File: src/rtl/deser_frame_ctrl.sv
// Sequencer for the FIR front-end serial deserializer: frame lock, bit forwarding,
// word capture with ready/valid handshake. Optional macro DESER_FSYNC_CHECK_EN adds sync-error checking.
module deser_frame_ctrl #(
  parameter  int LENGTH = 24,
  localparam int CNT_W  = $clog2(LENGTH)
) (
  input  logic              i_clk,
  input  logic              i_rst,
  input  logic              i_en,
  input  logic              i_bit_stb,
  input  logic              i_bit,
  input  logic              i_fsync,
  output logic              o_des_en,
  output logic              o_des_din,
  output logic              o_des_din_valid,
  input  logic [LENGTH-1:0] iv_des_dout,
  input  logic              i_des_dout_valid,
  output logic [LENGTH-1:0] ov_sample,
  output logic              o_sample_valid,
  input  logic              i_sample_ready,
  output logic              o_overrun,
`ifdef DESER_FSYNC_CHECK_EN
  output logic [7:0]        ov_sync_err_cnt,
`endif
  output logic              o_busy
);

  typedef enum logic [0:0] {
    ST_IDLE  = 1'b0,
    ST_SHIFT = 1'b1
  } state_e;

  localparam logic [CNT_W-1:0] LAST_BIT = CNT_W'(LENGTH - 1);

  state_e            state_q, state_d;
  logic [CNT_W-1:0]  bit_cnt_q, bit_cnt_d;
  logic              des_en_q, des_en_d;
  logic              des_din_q, des_din_d;
  logic              des_din_valid_q, des_din_valid_d;
  logic [LENGTH-1:0] sample_q, sample_d;
  logic              sample_valid_q, sample_valid_d;
  logic              overrun_q, overrun_d;
  logic              busy_q, busy_d;
  logic              fwd_s;
  logic              last_s;
`ifdef DESER_FSYNC_CHECK_EN
  logic              sync_err_s;
  logic [7:0]        sync_err_cnt_q, sync_err_cnt_d;
`endif

  // Frame sequencing: state, bit counter and which strobes get forwarded
  always_comb begin
    state_d   = state_q;
    bit_cnt_d = bit_cnt_q;
    fwd_s     = 1'b0;
    last_s    = 1'b0;
`ifdef DESER_FSYNC_CHECK_EN
    sync_err_s = 1'b0;
`endif
    if (!i_en) begin
      // Dropping enable discards any partial word; a coincident strobe is ignored.
      state_d   = ST_IDLE;
      bit_cnt_d = '0;
    end else if (i_bit_stb) begin
      case (state_q)
        ST_IDLE: begin
          if (i_fsync) begin
            state_d   = ST_SHIFT;
            bit_cnt_d = CNT_W'(1);
            fwd_s     = 1'b1;
          end else begin
            state_d = ST_IDLE;
          end
        end
        ST_SHIFT: begin
`ifdef DESER_FSYNC_CHECK_EN
          if (i_fsync && (bit_cnt_q != '0)) begin
            bit_cnt_d  = CNT_W'(1);
            fwd_s      = 1'b1;
            sync_err_s = 1'b1;
          end else if (!i_fsync && (bit_cnt_q == '0)) begin
            state_d    = ST_IDLE;
            bit_cnt_d  = '0;
            sync_err_s = 1'b1;
          end else if (bit_cnt_q == LAST_BIT) begin
            bit_cnt_d = '0;
            fwd_s     = 1'b1;
            last_s    = 1'b1;
          end else begin
            bit_cnt_d = bit_cnt_q + CNT_W'(1);
            fwd_s     = 1'b1;
          end
`else
          if (bit_cnt_q == LAST_BIT) begin
            bit_cnt_d = '0;
            fwd_s     = 1'b1;
            last_s    = 1'b1;
          end else begin
            bit_cnt_d = bit_cnt_q + CNT_W'(1);
            fwd_s     = 1'b1;
          end
`endif
        end
        default: begin
          state_d   = ST_IDLE;
          bit_cnt_d = '0;
        end
      endcase
    end else begin
      state_d = state_q;
    end
  end

  // Deserializer drive: one-cycle registered copy of each forwarded strobe
  always_comb begin
    des_en_d        = fwd_s;
    des_din_valid_d = fwd_s & last_s;
    if (fwd_s) begin
      des_din_d = i_bit;
    end else begin
      des_din_d = des_din_q;
    end
    busy_d = (state_d == ST_SHIFT);
  end

  // Output word register: a word arriving while the old one is stuck is dropped
  always_comb begin
    sample_d       = sample_q;
    sample_valid_d = sample_valid_q;
    overrun_d      = overrun_q;
    if (i_des_dout_valid) begin
      if (!sample_valid_q || i_sample_ready) begin
        sample_d       = iv_des_dout;
        sample_valid_d = 1'b1;
      end else begin
        overrun_d = 1'b1;
      end
    end else if (sample_valid_q && i_sample_ready) begin
      sample_valid_d = 1'b0;
    end else begin
      sample_valid_d = sample_valid_q;
    end
  end

`ifdef DESER_FSYNC_CHECK_EN
  // Saturating sync-error counter
  always_comb begin
    if (sync_err_s && (sync_err_cnt_q != 8'hFF)) begin
      sync_err_cnt_d = sync_err_cnt_q + 8'd1;
    end else begin
      sync_err_cnt_d = sync_err_cnt_q;
    end
  end

  // Sync-error counter register
  always_ff @(posedge i_clk or posedge i_rst) begin
    if (i_rst) begin
      sync_err_cnt_q <= 8'd0;
    end else begin
      sync_err_cnt_q <= sync_err_cnt_d;
    end
  end

  assign ov_sync_err_cnt = sync_err_cnt_q;
`endif

  // State and output registers
  always_ff @(posedge i_clk or posedge i_rst) begin
    if (i_rst) begin
      state_q         <= ST_IDLE;
      bit_cnt_q       <= '0;
      des_en_q        <= 1'b0;
      des_din_q       <= 1'b0;
      des_din_valid_q <= 1'b0;
      sample_q        <= '0;
      sample_valid_q  <= 1'b0;
      overrun_q       <= 1'b0;
      busy_q          <= 1'b0;
    end else begin
      state_q         <= state_d;
      bit_cnt_q       <= bit_cnt_d;
      des_en_q        <= des_en_d;
      des_din_q       <= des_din_d;
      des_din_valid_q <= des_din_valid_d;
      sample_q        <= sample_d;
      sample_valid_q  <= sample_valid_d;
      overrun_q       <= overrun_d;
      busy_q          <= busy_d;
    end
  end

  assign o_des_en        = des_en_q;
  assign o_des_din       = des_din_q;
  assign o_des_din_valid = des_din_valid_q;
  assign ov_sample       = sample_q;
  assign o_sample_valid  = sample_valid_q;
  assign o_overrun       = overrun_q;
  assign o_busy          = busy_q;

endmodule

File: config.mk
export PLATFORM = sky130hd
export DESIGN_NAME = deser_frame_ctrl
export DESIGN_NICKNAME = d
export VERILOG_FILES = /design/src/rtl/deser_frame_ctrl.sv
export SDC_FILE = /design/constraint.sdc
export NUM_CORES = 1
export LEC_CHECK = 0
export BUFFER_PORTS_ARGS = -buffer_cell sky130_fd_sc_hd__buf_4
export CAP_MARGIN = 30
export CORE_MARGIN = 3
export CORE_UTILIZATION = 49
export CTS_BUF_LIST = sky130_fd_sc_hd__clkbuf_4 sky130_fd_sc_hd__clkbuf_8
export DETAILED_ROUTE_END_ITERATION = 10
export PLACE_DENSITY = 0.92
export REMOVE_ABC_BUFFERS = 1
export SYNTH_ARGS = -nofsm -noshare
export SYNTH_HDL_FRONTEND = slang
export SYNTH_SLANG_ARGS = --single-unit
File: constraint.sdc
create_clock -name i_clk -period 2.3 [get_ports i_clk]
set_input_delay 0 -clock i_clk [delete_from_list [all_inputs] [get_ports i_clk]]
set_output_delay 0 -clock i_clk [all_outputs]
set_load 0.01 [all_outputs]
==> metrics, run 1 <==
status=finished, final reports clean; total CTS buffers=5; core area=2610 um^2; Least-Margin Pin Slew=576 ps; unrepaired setup endpoints after global routing=no; max incr delay on CP=570 ps; Critical-path top delay cell=dlygate4sd3_1; CTS tree=yes; Hold Slack=256 ps; CP most frequent cell=dlygate4sd3_1; initial antenna violation count=1; worst path bufs/invs=2; Worst Setup Path Type=reg2reg; vias per std cell=5.22; final WL=4030 um; largest net degree at the start of global routing=25; drt drc=0; CP arrival=2130 ps; Setup WS pre-CTS=914 ps; Port-buffer cells=61; Slew Limit Fails=0; sequential share of the synthesized area=62.2%; Post-DP HPWL=2290 um; starting density of the core=53.9%; total power=1.40 mW; CP endpoint kind=flip-flop; placed insts=182; fin crit period=1890 ps; Area Growth Syn to Fin=62.0%; non-filler cells, final=222; Hold Fails Final Rpt=0; Final Core Density=87.4%; Worst Path Required=2540 ps; Cells after Synth=92; die area=3550 um^2; family with the most delay on the worst path=buffers and inverters; layout filler cell count=116; pwr dens=615 nW/um^2; Netlist Area Pre-Place=1410 um^2; Yosys cell types=29; Placed Instance Area=1900 um^2; Seq cells post-synth=35; synthesized area per cell=15.3 um^2; worst skew pair latency=340 ps; # diodes=0; yosys synthesis warning count=0; clock buffer depth=2; VDD IR max=613 uV; TritonCTS Sinks=35; final setup violation count=0; Final Worst Setup Slack=406 ps; H-tree lvl count=2; Iter 0 DRT Violations=44; total gr overflow=0; chip height=59.6 um; Max Cap Violations=0; CP Launch Type=flip-flop; Pleak=1.09 nW; Tcrit/Tclk final=82.3%; io pins=62; vias in the first global route=1259; Hold Path Class=in2async; Peak Freq=528 MHz; global-route wire length before repair=6350 um; CP cell instances=a21oi_1 -> dlygate4sd3_1 -> nor2b_1 -> dlygate4sd3_1; CP max FO=8; origin of the critical flop-to-flop path=o_busy; share of layout cells above drive strength 1=46.9%; Root Buffer=clkbuf_4; overall fraction of global-route tracks in use=26.0%; setup tns final=0 ps; final RePlAce weighted congestion=0.767; Core Rows=18; Post-DRT Antenna Nets=0; vias=1158; clock edge transition at the registers on the reported setup and hold paths=100 ps; critical path startpoint=o_busy; drt wl/cell=18.1 um; Layout Nets=226; skew final=11.8 ps; Slew HR=61.5%; Die Width=59.6 um; Design Area, Final=2280 um^2; drt pass-1 iters=4
-- placed cells by master, fill, tap and decap left out, drive strengths merged --
cell / count
dlygate4sd3: 34
mux2: 25
inv: 3
a22oi: 1
a22o: 2
o21bai: 1
and3: 1
a21oi: 1
nor2b: 1
and2: 1
nor3b: 1
nor4: 1
nand3: 2
and4: 1
nand2: 4
o22ai: 1
a2111oi: 1
a21o: 1
nand2b: 1
buf: 62
nand4: 1
dfrtp: 35
ha: 1
a211o: 1
o2bb2ai: 1
o211a: 1
clkbuf: 6
o21ai: 1
-- registers in the layout (all words and copies together), names as in the netlist --
signal and cells:
bit_cnt_q 5, o_busy 1, o_des_din 1, o_des_din_valid 1, o_des_en 1, o_overrun 1
o_sample_valid 1, ov_sample 24
-- layer usage --
| layer | global-route usage, % | wire length [um] | vias up |
|---|---|---|---|
| li1 | - | - | 535 |
| met5 | 0 | 13 | - |
| met4 | 13.0 | 136 | 2 |
| met3 | 8.71 | 333 | 17 |
| met2 | 45.7 | 2120 | 49 |
| met1 | 27.6 | 1420 | 555 |
-- cell families (layout without fill, tap and decap cells) --
| logic type | Yosys count | after routing | synth area share [%] |
|---|---|---|---|
| AOI/OAI and AO/OA | 12 | 12 | 7.91 |
| DFF | 35 | 35 | 62.2 |
| adders and majority gates | 1 | 1 | 0.888 |
| buffers and inverters | 5 | 105 | 1.86 |
| and+or+nand+nor | 14 | 14 | 7.20 |
| muxes | 25 | 25 | 20.0 |
-- layout make-up --
cell class | count | area [um^2] | area share [%]
repair buffers | 96 | 806 | 35.3
well taps | 30 | 37.5 | 1.64
multi-input cells | 52 | 507 | 22.2
flip-flops and latches | 35 | 876 | 38.4
clock buffers | 6 | 45.0 | 1.97
inverters | 3 | 11.3 | 0.493
-- final timing paths --
kind / end / slack (ps) / cells after the start
worst min-delay path: bit_cnt_q[2] / 260 / 3
worst max register to register: o_busy / 410 / 4
min in group i_clk: ov_sample[13] / 420 / 3
worst min register to register: o_overrun / 500 / 1
worst max-delay path: o_busy / 410 / 4
max in group asynchronous: ov_sample[1] / 1350 / 4
-- repair_timing --
item	CTS	global route
endpoints found under the hold margin	44	0
hold buffers	34	0
gates resized for setup	0	0
buffers inserted	0	0
-- synth_stat cells --
| library cell | count | area [um^2] |
|---|---|---|
| a2111oi_4 | 1 | 27.5 |
| a211o_1 | 1 | 8.76 |
| a21o_1 | 1 | 7.51 |
| a21oi_1 | 1 | 5.00 |
| a22o_1 | 2 | 17.5 |
| a22oi_1 | 1 | 7.51 |
| and2_4 | 1 | 8.76 |
| and3_2 | 1 | 7.51 |
| and4_2 | 1 | 10.0 |
| buf_4 | 2 | 15.0 |
| dfrtp_1 | 35 | 876 |
| ha_1 | 1 | 12.5 |
| inv_1 | 3 | 11.3 |
| mux2_1 | 10 | 113 |
| mux2_2 | 15 | 169 |
| nand2_1 | 3 | 11.3 |
| nand2_2 | 1 | 6.26 |
| nand2b_2 | 1 | 8.76 |
| nand3_1 | 1 | 5.00 |
| nand3_4 | 1 | 17.5 |
| nand4_1 | 1 | 6.26 |
| nor2b_1 | 1 | 6.26 |
| nor3b_1 | 1 | 7.51 |
| nor4_1 | 1 | 6.26 |
| o211a_1 | 1 | 10.0 |
| o21ai_1 | 1 | 5.00 |
| o21bai_1 | 1 | 7.51 |
| o22ai_1 | 1 | 6.26 |
| o2bb2ai_1 | 1 | 8.76 |
-- where the power goes --
group          internal, mW  switching [mW]
logic                 0.215           0.142
clock network         0.120           0.191
registers             0.686          0.0493
-- worst min-delay path, cell delays in order --
cell	delay, ps
dlygate4sd3_1	530
buf_4	130
inv_1	410
Note: power is estimated with default switching activity, not from simulation.
==> run 2: changes to the inputs <==
Settings changed: CORE_UTILIZATION 49 to 48, PLACE_DENSITY 0.92 to 0.91.
Clock period 2.3 ns to 1.85 ns, I/O delays scaled along.
==> metrics, run 2 (synthesized netlist as in run 1, its figures left out) <==
die area=3620 um^2 (+1.9%); share of layout cells above drive strength 1=47.4% (+0.55 points); io pins=62 (unchanged); Pleak=1.11 nW (+1.3%); Area Growth Syn to Fin=64.0%; Hold Path Class=in2async; critical path startpoint=i_sample_ready; vias in the first global route=1210 (-3.9%); Critical-path top delay cell=dlygate4sd3_1; Tcrit/Tclk final=81.3%; clock edge transition at the registers on the reported setup and hold paths=100 ps (about the same); Hold Fails Final Rpt=0 (unchanged); multi-input logic area=507 um^2 (unchanged); drt wl/cell=17.1 um (-5.5%); origin of the critical flop-to-flop path=o_sample_valid; largest net degree at the start of global routing=36 (+44%); Root Buffer=clkbuf_4; initial antenna violation count=0 (-1); most frequent cells in the layout=62 x buf_4, 35 x dfrtp_1, 34 x dlygate4sd3_1; CP cell instances=dlygate4sd3_1 -> buf_4 -> nand2b_2 -> nand2_2 -> mux2_2; critical path depth=5 (+1); drt pass-1 iters=3 (-1); status=finished, final reports clean; Slew Limit Fails=0 (unchanged); Post-DP HPWL=2140 um (-6.7%); Final Worst Setup Slack=345 ps (-60.8 ps); total power=1.84 mW (+31%); setup tns final=0 ps (unchanged); layout filler cell count=140 (+21%); overall fraction of global-route tracks in use=23.1% (-2.9 points); CP endpoint kind=flip-flop; fin crit period=1500 ps; final WL=3860 um (-4.2%); Peak Freq=665 MHz; Port-buffer cells=61 (unchanged); VDD IR max=829 uV (+35%); post-CTS resize count=0 (unchanged); Slew HR=62.4% (+0.95 points); clock buffer depth=2 (unchanged); Post-DRT Antenna Nets=0 (unchanged); Iter 0 DRT Violations=33 (-25%); hold_buf cts=34 (unchanged); vias=1152 (-0.52%); Die Width=60.2 um (+0.93%); Setup crit end=ov_sample[7]; max FFs per register=24 (unchanged); sequential cell area=876 um^2 (unchanged); Layout Nets=226 (unchanged); TritonCTS Sinks=35 (unchanged); CP Launch Type=input port; final setup violation count=0 (unchanged); worst skew pair latency=330 ps (about the same); pwr dens=795 nW/um^2 (+29%); worst path bufs/invs=2 (unchanged); CP arrival=1720 ps (-410 ps); # diodes=0 (unchanged); unrepaired setup endpoints after global routing=no; total gr overflow=0 (unchanged); vias per std cell=5.12 (-1.8%); worst r2r path cells=3 (-1); Least-Margin Pin Slew=562 ps (-14.2 ps); global-route wire length before repair=5990 um (-5.7%); Max Cap Violations=0 (unchanged); setup bufs post-CTS=0 (unchanged); skew final=7.30 ps (-4.53 ps); end of the worst register-to-register path=ov_sample[7]; chip height=60.2 um (+0.93%); Worst Setup Path Type=in2reg; r2r setup slk=390 ps (-20 ps); most common cell after layout, fill and taps aside=buf_4; core area=2780 um^2 (+6.5%); total CTS buffers=5 (unchanged); Worst Path Required=2070 ps (-470 ps); H-tree lvl count=2 (unchanged); starting density of the core=50.7% (-3.3 points); final RePlAce weighted congestion=0.830 (+8.2%); family with the most delay on the worst path=buffers and inverters; Hold Slack=315 ps (+58.5 ps); drt drc=0 (unchanged); Setup WS pre-CTS=434 ps (-480 ps); max incr delay on CP=540 ps (-30 ps); Core Rows=19 (+1); CP max FO=24 (+16); CTS tree=yes
==> run 2: cell type report <==
cell class | count | share of cell area [%]
inverter | 3 | 0.487
clock buffer | 8 | 3.14
sequential | 35 | 37.9
tap | 31 | 1.68
multi-input combinational | 52 | 21.9
timing repair buffer | 96 | 34.9
==> run 2: how the worst min path moves through the flow <==
stage	from	to	slack (ps)	cells after the start
floorplan	i_des_dout_valid	o_sample_valid	100	2
global placement	i_rst	o_des_din	110	3
detailed placement	i_rst	o_des_din	130	3
CTS	i_rst	o_des_din	300	4
global route	i_rst	ov_sample[23]	370	4
finish	i_rst	ov_sample[5]	310	4
==> run 2: metal layers <==
| layer | vias up | share of wire (%) | routed length, um | track usage, % |
|---|---|---|---|---|
| li1 | 536 | - | - | - |
| met1 | 561 | 38 | 1480 | 26.2 |
| met2 | 47 | 52 | 2010 | 41.8 |
| met3 | 8 | 8.0 | 310 | 6.48 |
| met4 | 0 | 1.3 | 51 | 6.65 |
| met5 | - | 0 | 0 | 0 |
==> run 2: where the power goes <==
| group | internal (mW) | switching (mW) | total, mW |
|---|---|---|---|
| Clock | 0.238 | 0.251 | 0.489 |
| Combinational | 0.267 | 0.172 | 0.439 |
| Sequential | 0.852 | 0.0564 | 0.909 |
| Total | 1.36 | 0.479 | 1.84 |
==> run 2: per-stage QoR <==
stage	util, %	cells	cell area, um^2
2_1_floorplan	-	90	1390
3_3_place_gp	68.2	183	1900
3_5_place_dp	68.2	183	1900
4_1_cts	83.1	225	2310
5_1_grt	83.1	225	2310
6_report	83.1	225	2310
==> run 2: tightest hold or removal path: cells and delay by family <==
kind | cells | cell delay, ps
buffers and inverters | 4 | 1080
==> run 3: changes to the inputs <==
Settings changed: ABC_AREA set to 1, CORE_UTILIZATION 48 to 44, PLACE_DENSITY 0.91 to 0.87.
Clock period 1.85 ns to 1.2 ns, I/O delays scaled along.
==> metrics, run 3 <==
largest net degree at the start of global routing=36 (unchanged); VDD IR max=967 uV (+17%); yosys synthesis warning count=0 (unchanged); drt pass-1 iters=5 (+2); total CTS buffers=5 (unchanged); WHS Path Cells=5; final setup violation count=0 (unchanged); # diodes=0 (unchanged); skew final=11.1 ps (+3.81 ps); clock buffer depth=2 (unchanged); Max Cap Violations=0 (unchanged); Hold Path Class=in2reg; top cell type's share of synthesized area=58.9% (-3.2 points); total gr overflow=0 (unchanged); Tcrit/Tclk final=89.1%; H-tree lvl count=2 (unchanged); die area=4110 um^2 (+14%); Root Buffer=clkbuf_4; setup tns final=0 ps (unchanged); Synth Flop Type=dfrtp_1; post-synthesis async set-or-reset flop share=100% (unchanged); initial antenna violation count=0 (unchanged); top cells by area, synth=dfrtp_1 59%, nand2_1 18%, nand3_1 9.4%; Iter 0 DRT Violations=75 (+130%); overall fraction of global-route tracks in use=21.0% (-2.1 points); TritonCTS Sinks=35 (unchanged); worst r2r path cells=6 (+3); clock edge transition at the registers on the reported setup and hold paths=110 ps (about the same); Layout Nets=293 (+30%); Worst Path Required=1430 ps (-640 ps); Setup WS pre-CTS=67.4 ps (-367 ps); CP endpoint kind=flip-flop; Slew HR=70.8% (+8.4 points); Cells after Synth=165 (+79%); top cells by count, synth=71 x nand2_1, 35 x dfrtp_1, 28 x nand3_1; drt drc=0 (unchanged); share of layout cells above drive strength 1=31.0% (-16 points); Die Width=64.1 um (+6.6%); Port-buffer cells=61 (unchanged); Seq cells post-synth=35 (unchanged); Worst Setup Path Type=reg2reg; pwr dens=1140 nW/um^2 (+43%); Post-DP HPWL=2410 um (+12%); CP arrival=1300 ps (-420 ps); cell accounting for the most synthesized area=dfrtp_1; Core Rows=20 (+1); core area=3130 um^2 (+12%); io pins=62 (unchanged); global-route wire length before repair=6570 um (+9.7%); worst skew pair latency=330 ps (about the same); vias per std cell=4.63 (-9.6%); Area Growth Syn to Fin=56.6%; CP max FO=4 (-83%); chip height=64.1 um (+6.6%); Pleak=1.28 nW (+15%); fin crit period=1070 ps; final WL=3930 um (+1.9%); CTS tree=yes; most frequent cells in the layout=71 x nand2_1, 66 x buf_4, 34 x dfrtp_1; vias=1412 (+23%); Slew Limit Fails=0 (unchanged); starting density of the core=47.5% (-3.1 points); max FFs per register=24 (unchanged); drt wl/cell=12.9 um (-25%); Yosys cell types=17 (-41%); most common cell in the netlist=nand2_1; CP Launch Type=flip-flop; vias in the first global route=1399 (+16%); most common cell after layout, fill and taps aside=nand2_1; Final Worst Setup Slack=131 ps (-215 ps); status=finished, final reports clean; EDFF count, synth=0 (unchanged); Hold Fails Final Rpt=0 (unchanged); unrepaired setup endpoints after global routing=no; Least-Margin Pin Slew=438 ps (-124 ps); synthesized area per cell=9.01 um^2 (-41%); Peak Freq=935 MHz; sequential share of the synthesized area=58.9% (-3.2 points); Netlist Area Pre-Place=1490 um^2 (+5.5%); final RePlAce weighted congestion=0.793 (-4.4%); Post-DRT Antenna Nets=0 (unchanged)
-- run 3: cell types whose count changed in the layout (fill, tap and decap cells not counted), moves of 2 or more --
cell / delta
nand2_1: +68
nand3_1: +27
mux2_2: -15
mux2_1: -10
inv_1: +7
dlygate4sd3_1: -5
buf_4: +4
a22o_1: -2
clkbuf_8: -2
clkinvlp_4: +2
nand2_4: +2
nand3_2: +2
nor2_1: +2
-- run 3: path summary, 6_finish.rpt --
kind / start / end / slack (ps)
hold reg to reg: ov_sample[1] / ov_sample[1] / 480
setup / recovery: bit_cnt_q[1] / bit_cnt_q[3] / 130
setup reg to reg: bit_cnt_q[1] / bit_cnt_q[3] / 130
max in group asynchronous: i_rst / bit_cnt_q[0] / 540
min in group asynchronous: i_rst / ov_sample[10] / 320
hold / removal: i_fsync / o_busy / 40
-- run 3: what timing repair did --
| item | 4_1_cts | 5_1_grt |
|---|---|---|
| setup buffers | 0 | 1 |
| hold endpoints to repair | 64 | 0 |
| gates resized for setup | 0 | 2 |
| setup endpoints to repair | 0 | 1 |
| hold buffers | 29 | 0 |
-- run 3: power by group --
part / switching, mW / internal [mW]
Combinational: 0.299 / 0.345
Clock: 0.403 / 0.224
Sequential: 0.0771 / 1.30
-- run 3: cell type report --
type	instances	area (um^2)
Sequential cell	35	877
Fill cell	226	800
Timing Repair Buffer	95	786
Multi-Input combinational cell	112	512
Tap cell	44	55.1
Inverter	11	41.3
Clock buffer	5	37.5
Clock inverter	3	20.0
-- run 3: kinds of logic after synthesis --
family,Yosys count,share of synthesized area [%]
xor+xnor,1,0.589
compound gates,3,1.35
fa+ha+maj,1,0.842
simple gates,107,31.5
buf+inv,18,6.82
flops,35,58.9
-- run 3: worst max-delay path, cell delays in order, from the launching register on --
cell and delay (ps):
dfrtp_1 400, ha_2 230, nand3_2 100, nor2_1 110, nor2_1 50, nand2_1 50, nand2_1 40
-- run 3: through the flow --
step / cells / instance area, um^2 / util [%] / power [mW] / hold WS, ps
after global routing: 305 / 2330 / 74.4 / 2.79 / 55.7
after CTS: 304 / 2320 / 74.1 / 2.65 / 24.7
final: 305 / 2330 / 74.4 / 2.65 / 40.7
after detailed placement: 267 / 1970 / 63.0 / 1.95 / 142
after floorplan: 158 / 1430 / - / 1.61 / 95.7
after global placement: 267 / 1970 / 63.0 / 1.93 / 126
-- run 3: metal layers --
metal	vias up	GRT usage [%]	share of wire, %
met4	0	10.0	2.9
met5	-	0	0
li1	708	-	-
met3	11	5.62	6.5
met1	633	24.2	38
met2	60	36.1	52
